$ cat src/rtl/status_register.sv
// 6502 processor status register P (N V 1 B D I Z C).
// Captures ALU flags, PLP/RTI/BIT loads, SEx/CLx and builds the pushed byte.
module status_register #(
  parameter logic [7:0] RESET_P   = 8'h34,
  parameter bit         DELAYED_I = 1'b1
) (
  input  logic       clk,
  input  logic       reset_N,
  input  logic       alu_carry_IN,
  input  logic       alu_overflow_IN,
  input  logic       alu_negative_IN,
  input  logic       alu_zero_IN,
  input  logic [7:0] data_bus_IN,
  input  logic       update_nz_EN,
  input  logic       update_c_EN,
  input  logic       update_v_EN,
  input  logic       bit_EN,
  input  logic       load_bus_EN,
  input  logic       set_c_EN,
  input  logic       clr_c_EN,
  input  logic       set_i_EN,
  input  logic       clr_i_EN,
  input  logic       set_d_EN,
  input  logic       clr_d_EN,
  input  logic       clr_v_EN,
  input  logic       inst_boundary_IN,
  input  logic       push_brk_IN,
  output logic [7:0] status_REG_OUT,
  output logic [7:0] push_REG_OUT,
  output logic       carry_FLAG_OUT,
  output logic       decimal_FLAG_OUT,
  output logic       irq_mask_OUT,
  output logic       conflict_ERR_OUT
);

  logic r_n;
  logic r_v;
  logic r_d;
  logic r_i;
  logic r_z;
  logic r_c;
  logic r_err;

  logic w_n;
  logic w_v;
  logic w_d;
  logic w_i;
  logic w_z;
  logic w_c;
  logic w_c_cf;
  logic w_i_cf;
  logic w_d_cf;
  logic w_err;

  assign w_c_cf = set_c_EN & clr_c_EN;
  assign w_i_cf = set_i_EN & clr_i_EN;
  assign w_d_cf = set_d_EN & clr_d_EN;

  // A bus load resolves every conflicting flag, so no error is raised then.
  assign w_err = ~load_bus_EN & (w_c_cf | w_i_cf | w_d_cf);

  // Next-state of each flag, resolved by source priority.
  always_comb begin
    w_n = r_n;
    w_v = r_v;
    w_d = r_d;
    w_i = r_i;
    w_z = r_z;
    w_c = r_c;

    if (load_bus_EN) begin
      w_n = data_bus_IN[7];
    end else if (bit_EN) begin
      w_n = data_bus_IN[7];
    end else if (update_nz_EN) begin
      w_n = alu_negative_IN;
    end

    if (load_bus_EN) begin
      w_z = data_bus_IN[1];
    end else if (bit_EN | update_nz_EN) begin
      w_z = alu_zero_IN;
    end

    if (load_bus_EN) begin
      w_v = data_bus_IN[6];
    end else if (clr_v_EN) begin
      w_v = 1'b0;
    end else if (bit_EN) begin
      w_v = data_bus_IN[6];
    end else if (update_v_EN) begin
      w_v = alu_overflow_IN;
    end

    if (load_bus_EN) begin
      w_c = data_bus_IN[0];
    end else if (w_c_cf) begin
      w_c = r_c;
    end else if (set_c_EN) begin
      w_c = 1'b1;
    end else if (clr_c_EN) begin
      w_c = 1'b0;
    end else if (update_c_EN) begin
      w_c = alu_carry_IN;
    end

    if (load_bus_EN) begin
      w_i = data_bus_IN[2];
    end else if (!w_i_cf && set_i_EN) begin
      w_i = 1'b1;
    end else if (!w_i_cf && clr_i_EN) begin
      w_i = 1'b0;
    end

    if (load_bus_EN) begin
      w_d = data_bus_IN[3];
    end else if (!w_d_cf && set_d_EN) begin
      w_d = 1'b1;
    end else if (!w_d_cf && clr_d_EN) begin
      w_d = 1'b0;
    end
  end

  // Flag storage and the one-cycle conflict pulse.
  always_ff @(posedge clk or negedge reset_N) begin
    if (!reset_N) begin
      r_n   <= RESET_P[7];
      r_v   <= RESET_P[6];
      r_d   <= RESET_P[3];
      r_i   <= RESET_P[2];
      r_z   <= RESET_P[1];
      r_c   <= RESET_P[0];
      r_err <= 1'b0;
    end else begin
      r_n   <= w_n;
      r_v   <= w_v;
      r_d   <= w_d;
      r_i   <= w_i;
      r_z   <= w_z;
      r_c   <= w_c;
      r_err <= w_err;
    end
  end

  generate
    if (DELAYED_I) begin : g_dly_i
      logic r_irq;
      // Interrupt mask tracks I only at instruction boundaries.
      always_ff @(posedge clk or negedge reset_N) begin
        if (!reset_N) begin
          r_irq <= RESET_P[2];
        end else if (inst_boundary_IN) begin
          r_irq <= w_i;
        end
      end
      assign irq_mask_OUT = r_irq;
    end else begin : g_live_i
      assign irq_mask_OUT = r_i;
    end
  endgenerate

  assign status_REG_OUT   = {r_n, r_v, 2'b11, r_d, r_i, r_z, r_c};
  assign push_REG_OUT     = {r_n, r_v, 1'b1, push_brk_IN,
                             r_d, r_i, r_z, r_c};
  assign carry_FLAG_OUT   = r_c;
  assign decimal_FLAG_OUT = r_d;
  assign conflict_ERR_OUT = r_err;

endmodule

$ cat config.mk
export PLATFORM = sky130hd
export DESIGN_NAME = status_register
export DESIGN_NICKNAME = d
export VERILOG_FILES = /design/src/rtl/status_register.sv
export SDC_FILE = /design/constraint.sdc
export NUM_CORES = 1
export LEC_CHECK = 0
export ABC_AREA = 1
export BUFFER_PORTS_ARGS = -buffer_cell sky130_fd_sc_hd__buf_2
export CORE_MARGIN = 2
export CORE_UTILIZATION = 35
export DETAILED_ROUTE_END_ITERATION = 7
export HOLD_SLACK_MARGIN = 0.03
export PLACE_DENSITY = 0.75
export SLEW_MARGIN = 0
export SYNTH_ARGS = -nofsm -noshare
export SYNTH_HDL_FRONTEND = slang
export SYNTH_SLANG_ARGS = --single-unit
$ cat constraint.sdc
create_clock -name clk -period 1.65 [get_ports clk]
set_input_delay 0.165 -clock clk [delete_from_list [all_inputs] [get_ports clk]]
set_output_delay 0.165 -clock clk [all_outputs]
set_load 0.01 [all_outputs]
==> results by group <==
STA
  – Final setup viols: 0
  – Setup_tns: 0 ns
  – Final Critical Period: 1.09 ns
  – RSZ-0062 raised after global routing: false
  – Final Hold Fails: 0
  – Fin crit share: 0.660
  – Worst Skew: 0.0000450 ns
  – Max Slew Vio Count: 0
  – Highest clock rate: 918 MHz

CTS
  – Clk sinks: 8
  – CTS tree: yes
  – Total number of H-tree levels: 1
  – Root buf cell: clkbuf_4
  – CTS resizes: 0
  – Skew-Pair Late Insertion Delay: 0.25 ns
  – Clock Path Buffers: 2
  – CTS Buf Count: 3
  – Cts-stage hold buffer count: 1
  – Clk pin slew, worst setup/hold paths: 0.06 ns
  – Post CTS Setup Buffer Count: 0

Power
  – Sw Share: 0.306
  – Internal power: 0.378 mW
  – Pwr Total: 0.545 mW
  – Comb power frac: 0.273
  – P_leak: 0.456 nW
  – Sequential share of power: 0.424
  – Net Sw Power: 0.167 mW
  – Power Dens Cells: 748 nW/um^2
  – Power share of the clock group: 0.302
  – Worst vdd ir: 0.329 mV

Layout
  – Area of the multi-input gates: 225 sq um
  – Share of layout cells above drive strength 1: 0.447
  – Nets: 143
  – Sequential cell area: 203 sq um
  – N_diodes: 0
  – Synthesis-to-finish area growth: 24.6%
  – Layout filler cell count: 172

Yosys
  – Synth warn: 0
  – Post-synth ARST share: 1.00
  – Synthesized area: 584 sq um
  – Cell accounting for the most synthesized area: dfrtp_1
  – Post-Syn Instances: 83
  – Predominant post-synthesis flop cell: dfrtp_1
  – Post-Syn Area per Cell: 7.04 sq um
  – Top cell type's share of synthesized area: 0.257
  – Synth cell count leaders: nand2_1 (30), buf_4 (16), inv_1 (9)
  – Most common cell in the netlist: nand2_1
  – Synthesized flop and latch total: 8
  – Distinct cells, synth: 17
  – Synth top area cells: dfrtp_1 (26%), buf_4 (21%), nand2_1 (19%), dfstp_2 (9.0%), inv_1 (5.8%)
  – Post-synth EDFFs: 0
  – Seq/Total Area, Yosys: 0.347

Global routing
  – Global Route Usage Sum: 0.136
  – Global route hottest layer: met2
  – Global-route wire length before repair: 1970 microns
  – Met1 usage: 0.163
  – Total grt overflow: 0
  – Largest net degree at the start of global routing: 9
  – Met2 Use GR: 0.223
  – Grt met3 use: 0.0120
  – Vias in the first global route: 512
  – Initial antenna violation count: 0

Setup path
  – Critical path's slowest cell: dfstp_2
  – Critical path launch point type: register
  – Crit Path Max Fanout: 4
  – Worst path required time: 1.48 ns
  – Cell depth of the worst setup path: 1
  – CP Cell Sequence: buf_2
  – Register-to-Register Path Depth: 6
  – CP Data Arrival Time: 0.92 ns
  – Worst Setup End Kind: primary output
  – CP bufs+invs: 1
  – Crit-path leading delay family: flip-flops
  – Kind of critical path: reg -> out
  – Worst path max stage delay: 0.54 ns

Run status
  – Status: complete, no violations

Detailed routing
  – 1st-iter DRT viols: 8
  – Total Wirelength: 1200 microns
  – Routed Antenna Nets: 0
  – Vias: 565
  – First-pass DRT Iterations: 4
  – Vias per cell: 4.35
  – DRC Markers: 0
  – WL per Instance: 9.19 microns

Floorplanning
  – Die height: 44.9 microns
  – I/O pins: 48
  – Site row count: 14
  – Die W: 44.9 microns
  – Core Area: 1540 sq um
  – Starting Density: 0.379
  – Die Area: 2010 sq um

Hold path
  – Worst hold path stage count: 3
  – Hold WC Path Type: in -> reg

Placed design
  – Port Buf Inserts: 40
  – Post-DP HPWL: 1020 microns
  – Final Wtd Congestion: 0.717

Flow run
  – Max-cap violations: 0
[cells in the final DEF (no fill, tap or decap)]
cell type	instances
buf_2	40
inv_1	9
o21ai_0	3
clkbuf_4	3
conb_1	3
nand3_2	1
o21ai_1	1
nand4_1	1
inv_2	1
dlygate4sd3_1	1
clkbuf_1	1
a21oi_1	1
dfrtp_1	6
inv_4	1
nand2_2	1
nand2_1	30
dfstp_2	2
nor2_4	2
nor2_1	3
nand3_1	4
[metrics by stage]
step	area, sq um	util	setup WS, ns	hold slack [ns]	instances
after floorplan	592	-	0.762	-0.131	85
after global placement	692	0.449	0.737	0.0190	125
final	728	0.472	0.561	0.111	130
after CTS	728	0.472	0.551	0.105	130
after detailed placement	692	0.449	0.704	0.0202	125
after global routing	728	0.472	0.530	0.112	130
[sequential cells by signal (all words and copies together), names as in the netlist]
name	flops
irq_mask_OUT	1
carry_FLAG_OUT	1
conflict_ERR_OUT	1
r_z	1
r_n	1
r_v	1
decimal_FLAG_OUT	1
r_i	1
[routing by layer]
layer  up-vias  part of all wire
li1        298                 -
met1       238              0.42
met2        27              0.47
met3         2             0.095
met4         0             0.018
met5         -                 0
[power groups by stage]
stage,Clock (mW),Sequential (mW),Combinational (mW)
2_1_floorplan,0,0.239,0.109
6_report,0.165,0.231,0.149
3_3_place_gp,0,0.234,0.147
3_5_place_dp,0,0.235,0.149
5_1_grt,0.183,0.234,0.169
4_1_cts,0.173,0.232,0.151
[logic make-up (layout without fill, tap and decap cells)]
| group | after synthesis | count (layout) | share of synthesized area |
|---|---|---|---|
| other | 1 | 3 | 0.00642 |
| AND/OR/NAND/NOR | 42 | 42 | 0.323 |
| buffers and inverters | 27 | 56 | 0.281 |
| flip-flops | 8 | 8 | 0.347 |
| AO/OA/AOI/OAI | 5 | 5 | 0.0428 |
[final timing paths]
check	start	to	slack, ns
setup / recovery	r_i	push_REG_OUT[2]	0.56
hold / removal	data_bus_IN[0]	carry_FLAG_OUT	0.11
setup reg to reg	r_i	irq_mask_OUT	0.71
hold reg to reg	irq_mask_OUT	irq_mask_OUT	0.47
max in group asynchronous	reset_N	r_i	1.13
min in group asynchronous	reset_N	decimal_FLAG_OUT	0.28
[area by class of cell]
cell class / count / area share
clock buffers: 4 / 0.0361
inverters: 11 / 0.0601
multi-input cells: 50 / 0.309
flip-flops and latches: 8 / 0.278
well taps: 16 / 0.0275
repair buffers: 41 / 0.289
Note: power is estimated with default switching activity, not from simulation.
